===== src/rtl/mult_pkg.sv =====
// Shared constants and request/response records for the multiplier issue shell.
package mult_pkg;
  localparam int XLEN         = 64;
  localparam int MULT_LATENCY = 8;
  localparam int TAG_W        = 4;

  typedef struct packed {
    logic [TAG_W-1:0] tag;
    logic [XLEN-1:0]  mcand;
    logic [XLEN-1:0]  mplier;
  } mult_req_t;

  typedef struct packed {
    logic [TAG_W-1:0] tag;
    logic [XLEN-1:0]  product;
  } mult_resp_t;
endpackage


===== src/rtl/mult_issue_ctrl_if.sv =====
// Request, multiplier-side and response signals of the issue shell.
interface mult_issue_ctrl_if;
  import mult_pkg::*;

  logic             req_valid;
  logic             req_ready;
  logic [TAG_W-1:0] req_tag;
  logic [XLEN-1:0]  req_mcand;
  logic [XLEN-1:0]  req_mplier;

  logic             mult_start;
  logic [XLEN-1:0]  mult_mcand;
  logic [XLEN-1:0]  mult_mplier;
  logic             mult_done;
  logic [XLEN-1:0]  mult_product;

  logic             resp_valid;
  logic             resp_ready;
  logic [TAG_W-1:0] resp_tag;
  logic [XLEN-1:0]  resp_product;

  modport slave (
    input  req_valid, req_tag, req_mcand, req_mplier, mult_done, mult_product, resp_ready,
    output req_ready, mult_start, mult_mcand, mult_mplier, resp_valid, resp_tag, resp_product
  );

  modport master (
    output req_valid, req_tag, req_mcand, req_mplier, mult_done, mult_product, resp_ready,
    input  req_ready, mult_start, mult_mcand, mult_mplier, resp_valid, resp_tag, resp_product
  );
endinterface


===== src/rtl/mult_resp_fifo.sv =====
// Synchronous result FIFO; an occupancy counter separates full from empty for any DEPTH.
module mult_resp_fifo
  import mult_pkg::*;
#(
  parameter int DEPTH = 16
) (
  input  logic                         clock,
  input  logic                         reset,
  input  logic                         push,
  input  logic                         pop,
  input  mult_resp_t                   din,
  output mult_resp_t                   dout,
  output logic                         full,
  output logic                         empty,
  output logic [$clog2(DEPTH+1)-1:0]   count
);
  localparam int AW = $clog2(DEPTH);
  localparam int CW = $clog2(DEPTH+1);

  mult_resp_t     mem [DEPTH];
  logic [AW-1:0]  wptr, rptr;
  logic           do_push, do_pop;

  assign full    = (count == CW'(DEPTH));
  assign empty   = (count == '0);
  assign do_push = push & ~full;
  assign do_pop  = pop & ~empty;
  assign dout    = mem[rptr];

  function automatic logic [AW-1:0] wrap_inc(input logic [AW-1:0] p);
    return (p == AW'(DEPTH-1)) ? '0 : p + 1'b1;
  endfunction

  always_ff @(posedge clock) begin
    if (do_push) mem[wptr] <= din;
  end

  always_ff @(posedge clock or negedge reset) begin
    if (!reset) begin
      wptr  <= '0;
      rptr  <= '0;
      count <= '0;
    end else begin
      if (do_push) wptr <= wrap_inc(wptr);
      if (do_pop)  rptr <= wrap_inc(rptr);
      count <= count + CW'(do_push) - CW'(do_pop);
    end
  end
endmodule


===== src/rtl/mult_issue_ctrl.sv =====
// Credit-gated issue/retire shell around a fixed-latency, non-stallable multiplier.
module mult_issue_ctrl
  import mult_pkg::*;
#(
  parameter int DEPTH   = 16,
  parameter int LATENCY = MULT_LATENCY
) (
  input  logic                        clock,
  input  logic                        reset,
  mult_issue_ctrl_if.slave            bus,
  output logic [$clog2(DEPTH+1)-1:0]  outstanding,
  output logic                        seq_err
);
  localparam int CW = $clog2(DEPTH+1);

  mult_req_t                   req;
  mult_resp_t                  wdata, head;
  logic                        accept, pop, last_vld;
  logic                        cap, drop_done, drop_tag, wr_drop, release_credit;
  logic                        fifo_full, fifo_empty;
  logic [CW-1:0]               fifo_count;
  logic [LATENCY-1:0]          vld_pipe;
  logic [LATENCY-1:0][TAG_W-1:0] tag_pipe;

  assign req = '{tag: bus.req_tag, mcand: bus.req_mcand, mplier: bus.req_mplier};

  // Admission looks only at the registered credit count, so ready never depends on valid.
  assign bus.req_ready   = reset & (outstanding < CW'(DEPTH));
  assign accept          = bus.req_valid & bus.req_ready;
  assign bus.mult_start  = accept;
  assign bus.mult_mcand  = req.mcand;
  assign bus.mult_mplier = req.mplier;

  assign last_vld       = vld_pipe[LATENCY-1];
  assign cap            = last_vld & bus.mult_done;
  assign drop_done      = bus.mult_done & ~last_vld;
  assign drop_tag       = last_vld & ~bus.mult_done;
  assign wr_drop        = cap & fifo_full;
  assign release_credit = drop_tag | wr_drop;
  assign pop            = bus.resp_valid & bus.resp_ready;

  assign wdata = '{tag: tag_pipe[LATENCY-1], product: bus.mult_product};

  always_ff @(posedge clock or negedge reset) begin
    if (!reset) begin
      vld_pipe    <= '0;
      tag_pipe    <= '0;
      outstanding <= '0;
      seq_err     <= 1'b0;
    end else begin
      vld_pipe    <= {vld_pipe[LATENCY-2:0], accept};
      tag_pipe    <= {tag_pipe[LATENCY-2:0], req.tag};
      outstanding <= outstanding + CW'(accept) - CW'(pop) - CW'(release_credit);
      if (drop_done | drop_tag | wr_drop) seq_err <= 1'b1;
    end
  end

  mult_resp_fifo #(.DEPTH(DEPTH)) u_fifo (
    .clock (clock),
    .reset (reset),
    .push  (cap & ~fifo_full),
    .pop   (pop),
    .din   (wdata),
    .dout  (head),
    .full  (fifo_full),
    .empty (fifo_empty),
    .count (fifo_count)
  );

  assign bus.resp_valid   = ~fifo_empty;
  assign bus.resp_tag     = head.tag;
  assign bus.resp_product = head.product;

  // Every buffered result still holds the credit taken when it was issued.
  a_credit_covers_fifo: assert property (@(posedge clock) disable iff (!reset) fifo_count <= outstanding);
endmodule


===== src/flat_wrapper.sv =====
// flat-port wrapper written by rule: the top's interface ports become plain ports
module mult_issue_ctrl_flat import mult_pkg::*;
#(
  parameter int DEPTH   = 16,
  parameter int LATENCY = MULT_LATENCY
)
  (clock, reset, outstanding, seq_err, bus_req_valid, bus_req_tag, bus_req_mcand, bus_req_mplier, bus_mult_done, bus_mult_product, bus_resp_ready, bus_req_ready, bus_mult_start, bus_mult_mcand, bus_mult_mplier, bus_resp_valid, bus_resp_tag, bus_resp_product);
  mult_issue_ctrl_if bus_i ();
  input  logic clock;
  input  logic reset;
  output logic [$clog2(DEPTH+1)-1:0] outstanding;
  output logic seq_err;
  input wire logic [$bits(bus_i.req_valid)-1:0] bus_req_valid;
  input wire logic [$bits(bus_i.req_tag)-1:0] bus_req_tag;
  input wire logic [$bits(bus_i.req_mcand)-1:0] bus_req_mcand;
  input wire logic [$bits(bus_i.req_mplier)-1:0] bus_req_mplier;
  input wire logic [$bits(bus_i.mult_done)-1:0] bus_mult_done;
  input wire logic [$bits(bus_i.mult_product)-1:0] bus_mult_product;
  input wire logic [$bits(bus_i.resp_ready)-1:0] bus_resp_ready;
  output wire logic [$bits(bus_i.req_ready)-1:0] bus_req_ready;
  output wire logic [$bits(bus_i.mult_start)-1:0] bus_mult_start;
  output wire logic [$bits(bus_i.mult_mcand)-1:0] bus_mult_mcand;
  output wire logic [$bits(bus_i.mult_mplier)-1:0] bus_mult_mplier;
  output wire logic [$bits(bus_i.resp_valid)-1:0] bus_resp_valid;
  output wire logic [$bits(bus_i.resp_tag)-1:0] bus_resp_tag;
  output wire logic [$bits(bus_i.resp_product)-1:0] bus_resp_product;
  assign bus_i.req_valid = bus_req_valid;
  assign bus_i.req_tag = bus_req_tag;
  assign bus_i.req_mcand = bus_req_mcand;
  assign bus_i.req_mplier = bus_req_mplier;
  assign bus_i.mult_done = bus_mult_done;
  assign bus_i.mult_product = bus_mult_product;
  assign bus_i.resp_ready = bus_resp_ready;
  assign bus_req_ready = bus_i.req_ready;
  assign bus_mult_start = bus_i.mult_start;
  assign bus_mult_mcand = bus_i.mult_mcand;
  assign bus_mult_mplier = bus_i.mult_mplier;
  assign bus_resp_valid = bus_i.resp_valid;
  assign bus_resp_tag = bus_i.resp_tag;
  assign bus_resp_product = bus_i.resp_product;
  mult_issue_ctrl #(.DEPTH(DEPTH), .LATENCY(LATENCY)) u_core (.clock(clock), .reset(reset), .bus(bus_i), .outstanding(outstanding), .seq_err(seq_err));
endmodule

===== config.mk =====
export PLATFORM = sky130hd
export DESIGN_NAME = mult_issue_ctrl_flat
export DESIGN_NICKNAME = d
export VERILOG_FILES = /design/src/rtl/mult_pkg.sv /design/src/rtl/mult_issue_ctrl_if.sv /design/src/rtl/mult_resp_fifo.sv /design/src/rtl/mult_issue_ctrl.sv /design/src/flat_wrapper.sv
export SDC_FILE = /design/constraint.sdc
export NUM_CORES = 1
export LEC_CHECK = 0
export CORE_MARGIN = 2
export CORE_UTILIZATION = 57
export CTS_CLUSTER_SIZE = 20
export DETAILED_ROUTE_END_ITERATION = 10
export PLACE_DENSITY_LB_ADDON = 0.1
export SLEW_MARGIN = 20
export SYNTH_ARGS = -nofsm -noshare
export SYNTH_HDL_FRONTEND = slang
export SYNTH_SLANG_ARGS = --single-unit
export TNS_END_PERCENT = 30

===== constraint.sdc =====
create_clock -name clock -period 7.55 [get_ports clock]
set_clock_uncertainty 0.2 [all_clocks]
set_input_delay 1.1325 -clock clock [delete_from_list [all_inputs] [get_ports clock]]
set_output_delay 1.1325 -clock clock [all_outputs]
set_load 0.005 [all_outputs]

==> reports/results.txt <==
In this run the deepest clock path goes through 3 buffers. Counting flops and latches in the post-synthesis netlist gives 1,147. Global routing finished with a remaining overflow of 0. The net count of the finished layout is 2,539. The worst pin sits at a relative slew slack of 24.7%.

The tools report the net switching power as 0.00511 W. Final number of max-transition violations: 0. The slack of the worst reg-to-reg path is 4.15 ns.

Counting instances, the worst hold path has a depth of 0. Static timing analysis puts the maximum clock frequency at 171 MHz. The switching part of the total power came out at 29.1%. The path depth of the worst reg2reg path works out to 8. The internal portion of the total power is 0.0125 W. Count of buffers from port buffering: 149. In this run, post-CTS repair resized a total of 0 instances. The number of CTS-inserted buffers was 112; the clock slew at the register clock pins of the worst setup and hold paths was 0.06 ns. OpenSTA, run right after detailed placement, puts the worst setup slack at 2.44 ns. Summed over all nets, the half-perimeter wirelength after detailed placement is 52,500 um.

The critical path in this run is classified as register to output port. The clock insertion delay at the later pin of the skew report was 0.67 ns. Data required time of the worst path: 6.22 ns. Summed over all cells, the static leakage comes to 16.6 nW. Relative to the synthesized area, the layout overhead comes to 11.8%. For this run, the number of standard cells in the final layout without fillers is 3,446. The global-route wire length before repair was 148,000 um. Setup repair after global routing left no endpoint under its margin. Using the TritonRoute via totals, the vias-per-cell ratio works out to 6.29. Initial core utilization: 57.7%. The worst setup path is captured at an output port. Cells fill 64.6% of the core in the end. The run gives 5 as the number of antenna violations at the first check in global routing.

In this run, synthesis inferred 1,088 flip-flops with an integrated enable. From bottom edge to top edge, the die measures 285 um. Setup total negative slack on the finished layout was measured at 0 ns. The tools report the number of warning messages in the yosys log as 0. Dividing total power by cell area gives a power density of 350 mW/mm^2. In this run the worst hold path is classified as register to register. The critical path goes through and2_4 > buf_4 > a221oi_1 > a22oi_1 > nand2_1 > clkdlybuf4s50_1. The logs give 27.9% for the combinational power share and 30.1% for the clock group share of total power. For this run, the register share of the synthesized area comes to 76.1%.

Once placement completed, the tool counted placed cells totaling 3,243. The count of endpoints failing hold in the final timing report was 0. The run finished with clean final reports.

The share of layout cells above drive strength 1 works out to 16.5%. In the final routed layout, each cell accounts on average for 29.4 um. Setup violations remaining at the end of the flow were counted as 0.

CTS placed an instance of sky130_fd_sc_hd__clkbuf_16 at the clock tree root. The number of top-level pins is 406. The worst setup path is launched from a register. The logs give 7 for the number of detailed-routing iterations run before antenna repair and 3 for the deepest level of the CTS H-tree. Of all flip-flops after synthesis, the portion carrying an async set or reset was 5.14%. Summing over every cut layer, the via total after detailed routing is 21,700.

TritonCTS built the clock tree. Post-route antenna net violation count: 0. In the post-synthesis netlist, the biggest area contributors are sky130_fd_sc_hd__edfxtp_1 (73%), sky130_fd_sc_hd__mux4_2 (6.8%), sky130_fd_sc_hd__mux2i_1 (6.1%). The floorplan row count was 102. The slew at the pin closest to its max-slew limit came out at 1.13 ns.

For hold timing, the worst endpoint is u_core.tag_pipe[9]$_DFF_PN0_. The logs give 1,147 for the number of sinks handled by clock tree synthesis and 1.71 ns for the post-route worst setup slack. Among all flip-flop cells after synthesis, the most frequent one is sky130_fd_sc_hd__edfxtp_1. The floorplan step defined a die boundary enclosing 0.0810 sq mm. The kind of cell with the highest combined delay along the critical path is flip-flops.

The routability congestion estimate from global placement was 0.745. The worst path needs 5.84 ns of the cycle, external delays included. The count of buffer and inverter cells on the critical path was 2.

The tools report the reg-to-reg startpoint as u_core.u_fifo.count[3]$_DFF_PN0_. For the post-synthesis instance area, the log shows 0.0449 sq mm. Across the run, the number of max-cap violations was 0. The worst hold path begins at u_core.tag_pipe[5]$_DFF_PN0_. Data on the critical path arrives at its endpoint at 4.51 ns. The highest net fanout along the worst path works out to 70.

The number of buffers added for setup after CTS is 0, and the power share of the sequential group is 42.1%. Synthesis produced a netlist with a net count of 2,468. The worst hold slack across all endpoints came out at 0.141 ns. Synthesis instantiated 35 different standard cells from the library.

For this block, the routed nets add up to 101,000 um of wire. In the finished design, the share of the clock period the worst path needs comes to 77.4%. The core region is 0.0777 sq mm.

Each instance of the synthesized netlist takes up on average 20.0 sq um. Die extent in x: 285 um. Synthesis produced a netlist whose cell count is 2,246.

In this run the critical register-to-register path is captured at u_core.u_fifo.mem[10][26]$_DFFE_PP_. The delay of the slowest critical-path stage works out to 1.17 ns. The largest net degree at the start of global routing is 100, and the remaining routing DRC violations is 0.

In the final layout, the multi-input gates occupy 0.00906 sq mm. The area share of the largest cell type after synthesis came out at 72.8%. For the area of all sequential standard cells, the log shows 0.0342 sq mm. The standard cell with the maximum stage delay on the critical path is sky130_fd_sc_hd__dfrtp_4. The number of hold buffers added after CTS was 0.

The run gives 292 uV as the highest ir drop seen on vdd. Summed over all instances, the cell type with the most area after synthesis is sky130_fd_sc_hd__edfxtp_1. For the layout filler cell count, the log shows 5,151.

For this run, the total global-route usage over all layers was measured as 25.0%. The number of global-route vias before repair came out at 22,600. For the count of routing violations after the opening detailed-route iteration, the log shows 2,177.
## stage by stage
stage	power, W	area (sq um)
global route	0.0183	50200
floorplan	0.0107	44900
finish	0.0176	50200
CTS	0.0177	50200
detailed placement	0.0124	46700
global placement	0.0123	46600
## power by group through the flow
stage | logic, W | registers [W] | clock network [W]
final | 0.00489 | 0.00739 | 0.00528
after global routing | 0.00525 | 0.00742 | 0.00562
after CTS | 0.00494 | 0.00740 | 0.00537
after detailed placement | 0.00491 | 0.00753 | 0
after global placement | 0.00482 | 0.00752 | 0
after floorplan | 0.00337 | 0.00731 | 0
## logic make-up (layout without fill, tap and decap cells)
kind of cell,count (synthesis),after routing,synth area share [%]
flip-flops,1147,1147,76.1
multiplexers,409,409,12.9
AO/OA/AOI/OAI,286,286,5.17
buffers and inverters,263,422,3.97
AND/OR/NAND/NOR,111,111,1.03
adder cells (fa/ha/maj),21,21,0.636
XOR/XNOR,9,9,0.176
other,0,1,0
## area by class of cell
class	count	area share [%]
Antenna cell	1	0.00499
Clock buffer	153	6.16
Timing Repair Buffer	202	4.21
Multi-Input combinational cell	836	18.1
Sequential cell	1147	68.1
Inverter	18	0.140
Tap cell	1040	2.59
Clock inverter	49	0.746
## flip-flops by register name, summed over array words and instances (netlist names)
register	cells
u_core.outstanding	5
u_core.u_fifo.rptr	4
u_core.seq_err	1
u_core.vld_pipe	8
u_core.tag_pipe	32
u_core.u_fifo.wptr	4
u_core.u_fifo.count	5
u_core.u_fifo.mem	1088
## per-layer routing
metal	part of all wire, %	wire [um]	GRT usage, %
met1	42	42200	34.8
met2	48	49000	39.7
met3	7.4	7480	5.47
met4	2.3	2340	7.79
met5	0.25	253	1.79
## worst max path at each step
stage	from	to	slack [ns]	depth (start not counted)
floorplan	bus_mult_done	u_core.u_fifo.mem[0][0]$_DFFE_PP_	0.31	5
global placement	u_core.u_fifo.rptr[1]$_DFFE_PN0P_	bus_resp_product[24]	2.50	6
detailed placement	u_core.u_fifo.rptr[1]$_DFFE_PN0P_	bus_resp_product[22]	2.44	6
CTS	u_core.u_fifo.rptr[1]$_DFFE_PN0P_	bus_resp_product[22]	1.69	6
global route	u_core.u_fifo.rptr[1]$_DFFE_PN0P_	bus_resp_product[22]	1.55	6
finish	u_core.u_fifo.rptr[1]$_DFFE_PN0P_	bus_resp_product[22]	1.71	6
## cells in the mapped netlist, drive strengths merged, types with 2 or more instances
cell type and count:
mux4 136, nor2 14, mux2i 272, o21ai 72, nand3 4, clkbuf 49
nand2 77, edfxtp 1088, xor2 3, fa 3, inv 18, dfrtp 59
a221oi 136, a21o 4, xnor2 6, and2 2, a21oi 3, ha 18
nor3 5, nor2b 3, a22oi 69, nand2b 3, buf 196
## cell usage in the layout, fill, tap and decap left out, drive strengths merged, types with 6 or more instances in the layout
cell type,n
edfxtp,1088
mux2i,272
clkbuf,153
clkdlybuf4s50,148
mux4,136
a221oi,136
nand2,77
o21ai,72
a22oi,69
dfrtp,59
buf,54
clkinv,41
inv,20
ha,18
nor2,14
xnor2,6
Power figures use the tool's default switching activity.
